<file path="src/rtl/mem_arb_pkg.sv">
// Shared types and helpers for the iCache/dCache main-memory arbiter.
package mem_arb_pkg;

    localparam int unsigned LINE_W_DEF = 128;
    localparam int unsigned ADDR_W_DEF = 32;
    localparam int unsigned CNT_W_DEF  = 32;

    typedef enum logic [1:0] {
        ARB_IDLE    = 2'd0,
        ARB_SERVE_I = 2'd1,
        ARB_SERVE_D = 2'd2
    } arb_state_t;

    typedef enum logic {
        REQ_I = 1'b0,
        REQ_D = 1'b1
    } arb_req_t;

    // Round-robin pick: a lone requester wins; on conflict the one not granted last wins.
    function automatic arb_req_t pick_winner(input logic     req_i,
                                             input logic     req_d,
                                             input arb_req_t last);
        arb_req_t win;
        win = REQ_I;
        if (req_i && req_d) begin
            win = (last == REQ_I) ? REQ_D : REQ_I;
        end else if (req_d) begin
            win = REQ_D;
        end
        return win;
    endfunction

endpackage

</file>
<file path="src/rtl/mem_arbiter_sat_counter.sv">
// Saturating up-counter with synchronous active-high clear; holds at all-ones.
module sat_counter #(
    parameter int unsigned W = 32
) (
    input  logic         clk,
    input  logic         reset,
    input  logic         i_inc,
    output logic [W-1:0] o_count
);

    logic [W-1:0] r_count;
    logic         w_full;

    assign w_full = (r_count == {W{1'b1}});

    // Count up on i_inc until every bit is set.
    always_ff @(posedge clk) begin
        if (reset) begin
            r_count <= '0;
        end else if (i_inc && !w_full) begin
            r_count <= r_count + W'(1);
        end
    end

    assign o_count = r_count;

endmodule

</file>
<file path="src/rtl/mem_arbiter.sv">
// Shares one main-memory line port between iCache and dCache, one transaction at a time.
module mem_arbiter
    import mem_arb_pkg::*;
#(
    parameter int unsigned CACHE_LINE_SIZE = LINE_W_DEF,
    parameter int unsigned ADDR_WIDTH      = ADDR_W_DEF,
    parameter int unsigned CNT_WIDTH       = CNT_W_DEF
) (
    input  logic                       clk,
    input  logic                       reset,
    input  logic                       in_i_read_en,
    input  logic                       in_i_write_en,
    input  logic [ADDR_WIDTH-1:0]      in_i_addr,
    input  logic [CACHE_LINE_SIZE-1:0] in_i_write_data,
    output logic [CACHE_LINE_SIZE-1:0] out_i_read_data,
    output logic                       out_i_ready,
    input  logic                       in_d_read_en,
    input  logic                       in_d_write_en,
    input  logic [ADDR_WIDTH-1:0]      in_d_addr,
    input  logic [CACHE_LINE_SIZE-1:0] in_d_write_data,
    output logic [CACHE_LINE_SIZE-1:0] out_d_read_data,
    output logic                       out_d_ready,
    output logic                       out_mem_read_en,
    output logic                       out_mem_write_en,
    output logic [ADDR_WIDTH-1:0]      out_mem_addr,
    output logic [CACHE_LINE_SIZE-1:0] out_mem_write_data,
    input  logic [CACHE_LINE_SIZE-1:0] in_mem_read_data,
    input  logic                       in_mem_ready,
    output logic                       out_busy,
    output logic [CNT_WIDTH-1:0]       out_i_wait_cycles,
    output logic [CNT_WIDTH-1:0]       out_d_wait_cycles
);

    arb_state_t                 r_state;
    arb_req_t                   r_last_grant;
    logic [ADDR_WIDTH-1:0]      r_addr;
    logic [CACHE_LINE_SIZE-1:0] r_wdata;
    logic                       r_mem_read_en;
    logic                       r_mem_write_en;

    logic                       w_req_i;
    logic                       w_req_d;
    logic                       w_idle;
    arb_req_t                   w_winner;
    logic                       w_grant_i;
    logic                       w_grant_d;
    logic                       w_sel_write;
    logic [ADDR_WIDTH-1:0]      w_sel_addr;
    logic [CACHE_LINE_SIZE-1:0] w_sel_wdata;
    logic                       w_inc_i;
    logic                       w_inc_d;

    // Request decode and grant selection; grants are only issued from IDLE.
    assign w_req_i   = in_i_read_en | in_i_write_en;
    assign w_req_d   = in_d_read_en | in_d_write_en;
    assign w_idle    = (r_state == ARB_IDLE);
    assign w_winner  = pick_winner(w_req_i, w_req_d, r_last_grant);
    assign w_grant_i = w_idle & w_req_i & (w_winner == REQ_I);
    assign w_grant_d = w_idle & w_req_d & (w_winner == REQ_D);

    // Steer the winner's request into the latch; read+write together counts as a write.
    assign w_sel_write = (w_winner == REQ_D) ? in_d_write_en   : in_i_write_en;
    assign w_sel_addr  = (w_winner == REQ_D) ? in_d_addr       : in_i_addr;
    assign w_sel_wdata = (w_winner == REQ_D) ? in_d_write_data : in_i_write_data;

    // Arbiter FSM: latch the granted request, hold the strobe until memory completes.
    always_ff @(posedge clk) begin
        if (reset) begin
            r_state        <= ARB_IDLE;
            r_last_grant   <= REQ_I;
            r_addr         <= '0;
            r_wdata        <= '0;
            r_mem_read_en  <= 1'b0;
            r_mem_write_en <= 1'b0;
        end else begin
            case (r_state)
                ARB_IDLE: begin
                    if (w_grant_i || w_grant_d) begin
                        r_state        <= w_grant_d ? ARB_SERVE_D : ARB_SERVE_I;
                        r_last_grant   <= w_winner;
                        r_addr         <= w_sel_addr;
                        r_wdata        <= w_sel_wdata;
                        r_mem_write_en <= w_sel_write;
                        r_mem_read_en  <= ~w_sel_write;
                    end
                end
                ARB_SERVE_I, ARB_SERVE_D: begin
                    if (in_mem_ready) begin
                        r_state        <= ARB_IDLE;
                        r_mem_read_en  <= 1'b0;
                        r_mem_write_en <= 1'b0;
                    end
                end
                default: begin
                    r_state        <= ARB_IDLE;
                    r_mem_read_en  <= 1'b0;
                    r_mem_write_en <= 1'b0;
                end
            endcase
        end
    end

    // Completion is forwarded in the same cycle memory reports it, only to the granted cache.
    assign out_i_ready     = (r_state == ARB_SERVE_I) & in_mem_ready;
    assign out_d_ready     = (r_state == ARB_SERVE_D) & in_mem_ready;
    assign out_i_read_data = in_mem_read_data;
    assign out_d_read_data = in_mem_read_data;

    assign out_mem_read_en    = r_mem_read_en;
    assign out_mem_write_en   = r_mem_write_en;
    assign out_mem_addr       = r_addr;
    assign out_mem_write_data = r_wdata;
    assign out_busy           = ~w_idle;

    // A requester waits in any cycle it asks, is not being served, and is not granted now.
    assign w_inc_i = w_req_i & (r_state != ARB_SERVE_I) & ~w_grant_i;
    assign w_inc_d = w_req_d & (r_state != ARB_SERVE_D) & ~w_grant_d;

    sat_counter #(.W(CNT_WIDTH)) u_i_wait (
        .clk     (clk),
        .reset   (reset),
        .i_inc   (w_inc_i),
        .o_count (out_i_wait_cycles)
    );

    sat_counter #(.W(CNT_WIDTH)) u_d_wait (
        .clk     (clk),
        .reset   (reset),
        .i_inc   (w_inc_d),
        .o_count (out_d_wait_cycles)
    );

endmodule

</file>
<file path="config.mk">
export PLATFORM = sky130hd
export DESIGN_NAME = mem_arbiter
export DESIGN_NICKNAME = d
export VERILOG_FILES = /design/src/rtl/mem_arb_pkg.sv /design/src/rtl/mem_arbiter_sat_counter.sv /design/src/rtl/mem_arbiter.sv
export SDC_FILE = /design/constraint.sdc
export NUM_CORES = 1
export LEC_CHECK = 0
export ABC_AREA = 1
export CAP_MARGIN = 20
export CORE_AREA = 2 2 370 372
export CTS_CLUSTER_DIAMETER = 120
export CTS_CLUSTER_SIZE = 16
export DETAILED_ROUTE_END_ITERATION = 10
export DIE_AREA = 0 0 372 374
export GPL_ROUTABILITY_DRIVEN = 0
export PLACE_DENSITY = 0.3
export SYNTH_ARGS = -nofsm -noshare
export SYNTH_HDL_FRONTEND = slang
export SYNTH_SLANG_ARGS = --single-unit
</file>
<file path="constraint.sdc">
create_clock -name clk -period 4.2 [get_ports clk]
set_input_delay 1.05 -clock clk [delete_from_list [all_inputs] [get_ports clk]]
set_output_delay 1.05 -clock clk [all_outputs]
set_load 0.05 [all_outputs]
</file>
==> metrics.txt <==
first-pass GRT wire length 112000 µm; Clk pin slew, worst setup/hold paths 0.09 ns; placed cell area 0.0198 mm²; Worst EP arrival 2.30 ns; vias in the first global route 14.7k; H-tree Lvls 1; CTS buffer count 21; kind of end point of the critical path output port; Pint 6.42 mW; Std-Cell Rows 135; Non-Filler Instances 4110; Net Count, Synth 2544; clock buffer depth 3; initial drt markers 652; Final Max Tran Viols 0; initial antenna violation count 8; Port Buffers 555; DR vias 14.1k; worst skew pair latency 0.59 ns; # Post-CTS Setup Buffers 0; WHS Endpoint out_mem_write_en$_SDFFE_PP0P_; min Tclk post-route 3.35 ns; Post-synth EDFFs 0; cell with the most instances after synthesis nand2_1; hold buffers post-CTS 0; Slew HR 36.3%; worst-margin pin slew 0.955 ns; Inst Count DP 4076; r2r worst-path depth 10; Sinks on Clock Net 229; CORE AREA 0.135 mm²; Hold WC Path Type reg2reg; Final Hold Fails 0; Max-Cap Viols 0; Power Total 13.5 mW; number of synthesized register bits 229; Fin Clk Skew 0.0440 ns; worst r2r src u_d_wait.o_count[0]$_SDFFE_PP0P_; clock power share 15.5%; asr flop ratio synth 0%; setup slack after placement 0.611 ns; RSZ-0062 raised after global routing no; Post-DP HPWL 63300 µm; die width 372 µm; # fillers 15.5k; crit-path max FO 6; FF-to-FF setup slack 1.67 ns; Mapped Cells 2084; Synth Warn # 0; end of the worst register-to-register path u_d_wait.o_count[25]$_SDFFE_PP0P_; top cell type's share of synthesized area 32.5%; CTS resizes 0; hold depth 2; Critical Path RT 3.15 ns; Pwr Density 657 mW/mm²; synth cell count leaders 458 x nand2_1, 361 x nand3_1, 259 x buf_4, 229 x dfxtp_1, 219 x inv_1; CTS tree yes; Mean Syn Cell Area 6.76 µm²; Final setup violation count 0; sw power 7.04 mW; Fmax 298 MHz; Net Sw Frac 52.3%; layout cell share with drive strength beyond 1 4.94%; crit path kind reg2out; Overflow after GRT 0; CTS root buf clkbuf_16; leak pwr 7.97 nW; status finished, final reports clean; final net count 2778; mapped cell area 0.0141 mm²; Sequential Power Share 25.2%; post-synthesis sequential area ratio 32.5%; Final WS setup 0.845 ns; Worst Min Path Start out_mem_write_en$_SDFFE_PP0P_; layout-stage area growth over the synthesis result 45.4%; Peak supply drop 0.345 mV; Wirelength per Cell 19.8 µm; Most used DFF post-synth dfxtp_1; DIE AREA 0.139 mm²; top cells by area, synth dfxtp_1 33%, buf_4 14%, nand3_1 13%; num ports 940; largest net degree at the start of global routing 115; via/cell ratio 3.43; Initial Util 10.4%; post-synth top area cell dfxtp_1; Total Neg Setup Slack 0 ns; GRT Total Usage 11.2%; Detail Route Antenna Nets 0; die height 374 µm; Total Wirelength 81300 µm; Combinational Power Share 59.3%; Final Cell Area 0.0205 mm²; DRC errors left 0; Pre-Repair DR Iteration Count 5; Worst setup SP type flip-flop; post-synthesis cell type count 28; Tcrit/Tclk final 79.9%
## stage by stage
stage | utilization [%] | hold slack (ns)
final | 15.2 | 0.488
after global placement | 14.7 | 0.470
after CTS | 15.2 | 0.495
after floorplan | - | 0.438
after detailed placement | 14.7 | 0.475
after global routing | 15.2 | 0.520
## cells by family (layout without fill, tap and decap cells)
group	Yosys count	in the layout	share of synthesized area, %
buf+inv	602	846	23.4
other cells	0	1	0
flops	229	229	32.5
xor+xnor	25	25	1.55
fa+ha+maj	5	5	0.444
simple gates	995	995	30.8
compound gates	228	228	11.3
## registers in the layout (all words and copies together) (netlist names)
| signal | flops |
|---|---|
| u_i_wait.o_count | 32 |
| out_mem_write_en | 1 |
| out_mem_write_data | 128 |
| r_state | 2 |
| u_d_wait.o_count | 32 |
| out_mem_read_en | 1 |
| r_last_grant | 1 |
| out_mem_addr | 32 |
## cell type report
type                            count  area (µm²)  share of cell area, %
Clock inverter                     10         108                  0.525
Sequential cell                   229        4580                   22.4
Tap cell                         1781        2230                   10.9
Timing Repair Buffer              588        5930                   29.0
Inverter                          225         855                   4.17
Clock buffer                       23         543                   2.65
Multi-Input combinational cell   1253        6230                   30.4
Antenna cell                        1        2.50                 0.0122
## critical path: stages (launching register included)
cell and delay (ns):
dfxtp_1 0.37, inv_1 0.07, ha_1 0.28, inv_2 0.15
clkdlybuf4s50_1 0.84
## power groups by stage
stage               Sequential, mW  Clock, mW  Combinational [mW]
floorplan                     5.91          0                2.95
global route                  3.49       2.30                8.55
detailed placement            3.42          0                8.13
global placement              3.45          0                8.18
CTS                           3.40       2.26                8.15
finish                        3.39       2.09                7.98
## metal layers
layer / global-route usage [%] / share of wire, %
met1: 11.5 / 35
met2: 18.5 / 46
met3: 5.36 / 12
met4: 6.35 / 6.1
met5: 0.245 / 0.12
## worst max-delay path by stage
stage | start | to | slack, ns
floorplan | in_mem_ready | out_d_ready | 1.76
global placement | in_i_read_en | u_i_wait.o_count[2]$_SDFFE_PP0P_ | 0.67
detailed placement | in_d_write_en | u_i_wait.o_count[15]$_SDFFE_PP0P_ | 0.61
CTS | r_state[0]$_SDFFE_PP0P_ | out_busy | 0.75
global route | r_state[1]$_SDFFE_PP0P_ | out_busy | 0.71
finish | r_state[1]$_SDFFE_PP0P_ | out_busy | 0.85
## cell usage in the layout (no fill, tap or decap), types with 15 or more instances in the layout
cell             instances
dfxtp_1                229
nand2_1                458
nor2_1                 131
o211ai_1               160
nand3_1                361
nand2_2                 15
clkbuf_16               21
buf_4                   24
inv_1                  219
a21oi_1                 44
clkdlybuf4s50_1        552
Power figures use the tool's default switching activity.
